File: src/rtl/counter_sequencer.sv
// Run-control FSM plus prescaled up-counter: counts 0..limit, pulses done, supports pause/abort.
// Optional AUTO_RELOAD_EN: completed runs restart automatically until aborted.
module counter_sequencer #(
    parameter int WIDTH    = 5,
    parameter int PRESCALE = 1
) (
    input  logic             clk,
    input  logic             rst,
    input  logic             start,
    input  logic             pause,
    input  logic             abort,
    input  logic [WIDTH-1:0] limit,
    output logic [WIDTH-1:0] count,
    output logic             busy,
    output logic             paused,
    output logic             done
);
    localparam int PW = (PRESCALE > 1) ? $clog2(PRESCALE) : 1;
    localparam logic [PW-1:0] PRESC_LAST = PW'(PRESCALE - 1);

    typedef enum logic [1:0] {IDLE, RUN, HOLD, DONE} state_t;

    state_t           state_q, state_d;
    logic [WIDTH-1:0] count_q, count_d;
    logic [WIDTH-1:0] lim_q, lim_d;
    logic [PW-1:0]    presc_q, presc_d;
    logic             busy_q, paused_q, done_q;
    logic [WIDTH-1:0] count_inc;
    logic             tick;

    assign count_inc = count_q + 1'b1;
    assign tick      = (presc_q == PRESC_LAST);

    always_comb begin
        state_d = state_q;
        count_d = count_q;
        lim_d   = lim_q;
        presc_d = presc_q;
        case (state_q)
            IDLE: begin
                if (abort) begin
                    count_d = '0;
                end else if (start) begin
                    lim_d   = limit;
                    count_d = '0;
                    presc_d = '0;
                    state_d = (limit == '0) ? DONE : RUN;
                end
            end
            RUN, HOLD: begin
                if (abort) begin
                    count_d = '0;
                    presc_d = '0;
                    state_d = IDLE;
                end else if (pause) begin
                    state_d = HOLD;
                end else if (lim_q == '0) begin
                    // only reachable when a zero-length run is reloaded
                    state_d = DONE;
                end else begin
                    // leaving HOLD counts on the same edge so pause costs exactly its own cycles
                    state_d = RUN;
                    if (tick) begin
                        presc_d = '0;
                        count_d = count_inc;
                        if (count_inc == lim_q) state_d = DONE;
                    end else begin
                        presc_d = PW'(presc_q + 1'b1);
                    end
                end
            end
            DONE: begin
                if (abort) begin
                    count_d = '0;
                    state_d = IDLE;
                end else begin
`ifdef AUTO_RELOAD_EN
                    count_d = '0;
                    presc_d = '0;
                    state_d = RUN;
`else
                    state_d = IDLE;
`endif
                end
            end
            default: state_d = IDLE;
        endcase
    end

    always_ff @(posedge clk or posedge rst) begin
        if (rst) begin
            state_q  <= IDLE;
            count_q  <= '0;
            lim_q    <= '0;
            presc_q  <= '0;
            busy_q   <= 1'b0;
            paused_q <= 1'b0;
            done_q   <= 1'b0;
        end else begin
            state_q  <= state_d;
            count_q  <= count_d;
            lim_q    <= lim_d;
            presc_q  <= presc_d;
            busy_q   <= (state_d == RUN) || (state_d == HOLD);
            paused_q <= (state_d == HOLD);
            done_q   <= (state_d == DONE);
        end
    end

    assign count  = count_q;
    assign busy   = busy_q;
    assign paused = paused_q;
    assign done   = done_q;
endmodule
File: config.mk
export PLATFORM = sky130hd
export DESIGN_NAME = counter_sequencer
export DESIGN_NICKNAME = d
export VERILOG_FILES = /design/src/rtl/counter_sequencer.sv
export SDC_FILE = /design/constraint.sdc
export NUM_CORES = 1
export LEC_CHECK = 0
export ABC_AREA = 1
export CELL_PAD_IN_SITES_DETAIL_PLACEMENT = 1
export CELL_PAD_IN_SITES_GLOBAL_PLACEMENT = 1
export CORE_ASPECT_RATIO = 1.1
export CORE_MARGIN = 5
export CORE_UTILIZATION = 36
export CTS_CLUSTER_DIAMETER = 50
export DETAILED_ROUTE_END_ITERATION = 12
export GPL_TIMING_DRIVEN = 0
export PLACE_DENSITY_LB_ADDON = 0.2
export SETUP_SLACK_MARGIN = 0.15
export SYNTH_ARGS = -nofsm -noshare
export SYNTH_HDL_FRONTEND = slang
export SYNTH_SLANG_ARGS = --single-unit
File: constraint.sdc
create_clock -name clk -period 2.04 [get_ports clk]
set_input_delay 0.408 -clock clk [delete_from_list [all_inputs] [get_ports clk]]
set_output_delay 0.408 -clock clk [all_outputs]
set_load 0.02 [all_outputs]
**Word level (Yosys, flattened, before mapping)**

Index checks and enable logic that the tools add are counted.

- Register bits: 16
- Input bits: 10
- Output and inout port bits: 8
- Word-level logic and storage cells: 57

- Add/sub/neg operators: 2
- Equal/unequal tests: 14
- Muxes and demuxes: 24
- Bitwise gates (word level): 1
- Reductions and logical operators: 9

Operator list:

| operator | count |
|---|---|
| 2-to-1 mux 5 bit | 7 |
| 2-to-1 mux 2 bit | 8 |
| one-hot mux 5 bit (3 select lines) | 1 |
| != test 3 bit, second input constant | 4 |
| logical NOT 5 bit | 2 |
| AND reduction 5 bit | 2 |
| equality test 2 bit, second input constant | 4 |
| 2-to-1 mux 1 bit | 6 |
| != test 2 bit, second input constant | 3 |
| one-hot mux 2 bit (3 select lines) | 1 |
| adder 5 x 1 -> 5 bit, second input constant | 1 |
| equality test 5 bit | 1 |
| equality test 2 x 1 -> 1 bit, second input constant | 2 |
| AND reduction 3 bit | 1 |
| logical NOT 2 bit | 1 |
| one-hot mux 1 bit (2 select lines) | 1 |
| nonzero test 2 bit | 1 |
| OR reduction 2 bit | 1 |
| adder 1 bit, second input constant | 1 |
| logical OR 1 bit | 1 |
| inverter 1 bit | 1 |

**Logic depth before layout (Yosys ltp)**

- Depth after elaboration: 10
- Depth in mapped cells: 12
- Mapped depth without buffers: 12

**Least setup slack after synthesis**

No wires, ideal clock.

- Path kind: reg2reg
- Start point: reg count_q[0], in the netlist count[0]
- End point: reg busy_q, in the netlist busy
- Setup time: 0.126 ns
- Arrival time: 1.662 ns
- Required time: 1.914 ns
- Setup slack: 0.252 ns
- Cell stages (with the launch flop): 13
- Path buffers: 0
- Clock period less this slack: 1.788 ns
- Cells stage by stage: dfrtp_1 ha_1 inv_1 nand2_1 nand2_1 nor2_4 nand3_1 nor2_1 nand3_1 nand2_1 nand2_1 nand2_1 ha_1

- Cells in the longest elaborated chain, start to end: 10
- Elaborated cells between the ends (all ways): 11
- Those cells by class: add/sub (1); eq/ne (3); mux (6); reduce/logical (1)

Ends and longest elaborated chain:

| what | RTL line | RTL |
|---|---|---|
| from (decl) | 24 | `logic [WIDTH-1:0] count_q, count_d;` |
| from (signal assigned) | 101 | `count_q <= count_d;` |
| adder 5 x 1 -> 5 bit * | 31 | `assign count_inc = count_q + 1'b1;` |
| equality test 5 bit * | 66 | `if (count_inc == lim_q) state_d = DONE;` |
| 2-to-1 mux 2 bit * | 66 |  |
| 2-to-1 mux 2 bit * | 63 | `if (tick) begin` |
| 2-to-1 mux 2 bit * | 57 | `end else if (lim_q == '0) begin` |
| 2-to-1 mux 2 bit * | 55 | `end else if (pause) begin` |
| 2-to-1 mux 2 bit * | 51 | `if (abort) begin` |
| one-hot mux 2 bit (3 select lines) * | 39 | `case (state_q)` |
| via state_d[1] | 23 | `state_t state_q, state_d;` |
| equality test 2 x 1 -> 1 bit or equality test 2 bit (tied branches) | 104 | `busy_q <= (state_d == RUN) \|\| (state_d == HOLD);` |
| logical OR 1 bit * | 104 |  |
| to (signal assigned) | 104 |  |
| to (decl) | 27 | `logic busy_q, paused_q, done_q;` |

The timed path passes the listed nets; every way through them passes the cells marked *.
A chain may end at the register's enable or synchronous reset.

**Worst setup path after layout**

- Start point: reg count_q[2], in the netlist count[2]
- End point: out count[2]

RTL lines:

| what | RTL line | RTL |
|---|---|---|
| to (decl) | 13 | `output logic [WIDTH-1:0] count,` |

No word-level cell between the ends.

==> results.md <==
- WS Path Type: flop to output port
- Post-DP HPWL: 1810 um
- GPL Wtd Cong: 0.808
- Sequential share of the synthesized area: 41.8%
- Worst skew pair latency: 0.28 ns
- Hold crit path type: input pin to asynchronous set/reset pin
- Root Buffer: clkbuf_4
- Initial core utilization: 36.7%
- Mapped Area: 898 sq um
- Die Footprint: 3600 sq um
- Synth top area share: 41.8%
- Met2 WL: 1200 um
- Max VDD drop: 656 uV
- Routed len/inst: 13.3 um
- N_diodes: 0
- GR Util All Layers: 14.1%
- Most common cell after layout, fill and taps aside: nand2_1
- Status: complete, no violations
- Top post-synthesis cells by area: dfrtp_1, nand2_1, nand3_1
- DRT iter0 DRCs: 8
- Clk slew on worst S/H paths: 0.09 ns
- Highest metal used: met4
- Syn_nets: 130
- Met3 routed WL: 70 um
- Leakage: 0.000569 uW
- CTS max path bufs: 2
- Drt total wl: 2250 um
- Area leader, netlist: dfrtp_1
- Commonest non-fill, non-tap cells in the layout: nand2_1, clkdlybuf4s50_1, inv_1
- Via count: 793
- # nets final: 154
- Pre-antenna DRT Iters: 3
- CTS tree: built
- Initial antenna violation count: 0
- Final Skew: 0.00581 ns
- Placement Setup Slack: 0.0665 ns
- Endpoint type of the worst setup path: output port
- CP bufs+invs: 1
- # hold bufs at CTS: 0
- CTS buffer count: 3
- # fillers: 319
- Setup WS post-layout: 0.205 ns
- Hold Violations, Final: 0
- Layout cells sized above 1: 21.7%
- Met1 wire length: 935 um
- H-tree Lvls: 1
- # Max-Cap Violations: 0
- CP startpoint kind: flop
- Slowest CP cell: clkdlybuf4s50_1
- Area of the multi-input gates: 459 sq um
- Worst-path fanout max: 7
- Via density: 4.69
- Die X: 57.6 um
- CP Data Arrival Time: 1.43 ns
- Crit-path cells: clkdlybuf4s50_1
- Core ar.: 2450 sq um
- Count of different cell masters after synthesis: 23
- Final period util: 90.0%
- DP Area: 1110 sq um
- Synthesis-stage register bit count: 15
- Largest net degree at the start of global routing: 16
- DRC Markers: 0
- IO buf count: 17
- Final TNS setup: 0 ns
- Fin area: 1180 sq um
- Vias in the first global route: 871
- Final setup fails: 0
- I/O pin count: 18
- Syn. warnings: 0
- Final Critical Period: 1.84 ns
- First-pass GRT wire length: 4000 um
- CTS sink count: 15
- Seq. cell area: 378 sq um
- Max-slew headroom: 60.5%
- GRT overflow: 0
- PD cells: 1130 nW/um^2
- Num rows: 19
- FMAX: 0.545 GHz
- Mapped Cells: 115
- Final core utilization: 48.1%
- Largest stage delay on the critical path: 0.65 ns
- Syn avg cell area: 7.81 sq um
- Die height: 62.4 um
- Worst-Margin Slew: 0.591 ns
- Area grow syn2layout: 31.1%
- RSZ-0062 raised after global routing: no
- Delay-heaviest family, CP: buffers and inverters
- Req. time, crit path: 1.63 ns
- Max Slew Vio Count: 0
- ANT nets after route: 0
[state kept, by name (all words and copies together), names as in the netlist]
name     cells
done         1
count        5
lim_q        5
paused       1
busy         1
state_q      2
[timing repair]
| action | in CTS | in global routing |
|---|---|---|
| buffers inserted | 1 | 1 |
| endpoints found under the setup margin | 1 | 2 |
| hold endpoints to repair | 0 | 0 |
| gates resized for setup | 2 | 4 |
[path summary, 6_finish.rpt]
kind                               start       end  slack [ns]  cells past startpoint
worst max-delay path            count[2]  count[2]        0.20                      1
worst min-delay path                 rst      done        0.49                      2
worst max register to register  count[0]      busy        0.29                     12
worst min register to register  lim_q[4]  lim_q[4]        0.54                      2
max in group asynchronous            rst  count[0]        1.13                      2
min in group clk                lim_q[4]  lim_q[4]        0.54                      2
[cells in the mapped netlist, drive strengths merged]
| library cell | n |
|---|---|
| nand2 | 32 |
| inv | 24 |
| dfrtp | 15 |
| nand3 | 15 |
| nor2 | 8 |
| o21ai | 6 |
| ha | 5 |
| a21oi | 3 |
| nand4 | 2 |
| nor3 | 1 |
| o211ai | 1 |
| o21bai | 1 |
| o22ai | 1 |
| o31ai | 1 |
[metrics by stage]
stage,hold slack (ns),cells,power [uW]
6_report,0.495,169,1330
5_1_grt,0.555,169,1470
4_1_cts,0.522,168,1330
3_5_place_dp,0.517,163,1130
3_3_place_gp,0.510,163,1100
2_1_floorplan,0.309,115,917
[report_power, final]
group	leakage [uW]	switching, uW	internal (uW)	total (uW)
Clock	0.0000150	96.0	75.8	172
Combinational	0.000364	418	270	688
Sequential	0.000190	74.3	400	474
[kinds of logic after synthesis]
family                     Yosys count  synth area share [%]
AOI/OAI and AO/OA                   13                  10.3
adders and majority gates            5                  6.96
buffers and inverters               24                  10.0
DFF                                 15                  41.8
and+or+nand+nor                     58                  30.9
[routing by layer]
metal  vias up  global-route usage (%)
met2        12                    23.3
met1       367                    17.8
met4         0                    6.09
met5         -                       0
li1        410                       -
met3         4                    2.48
[final cells by class]
| type | count | share of cell area, % |
|---|---|---|
| Multi-Input combinational cell | 76 | 39.0 |
| Timing Repair Buffer | 19 | 15.7 |
| Inverter | 24 | 7.65 |
| Clock buffer | 4 | 2.23 |
| Sequential cell | 15 | 32.1 |
| Tap cell | 31 | 3.29 |
No activity file was read; power rests on OpenSTA's default activity.
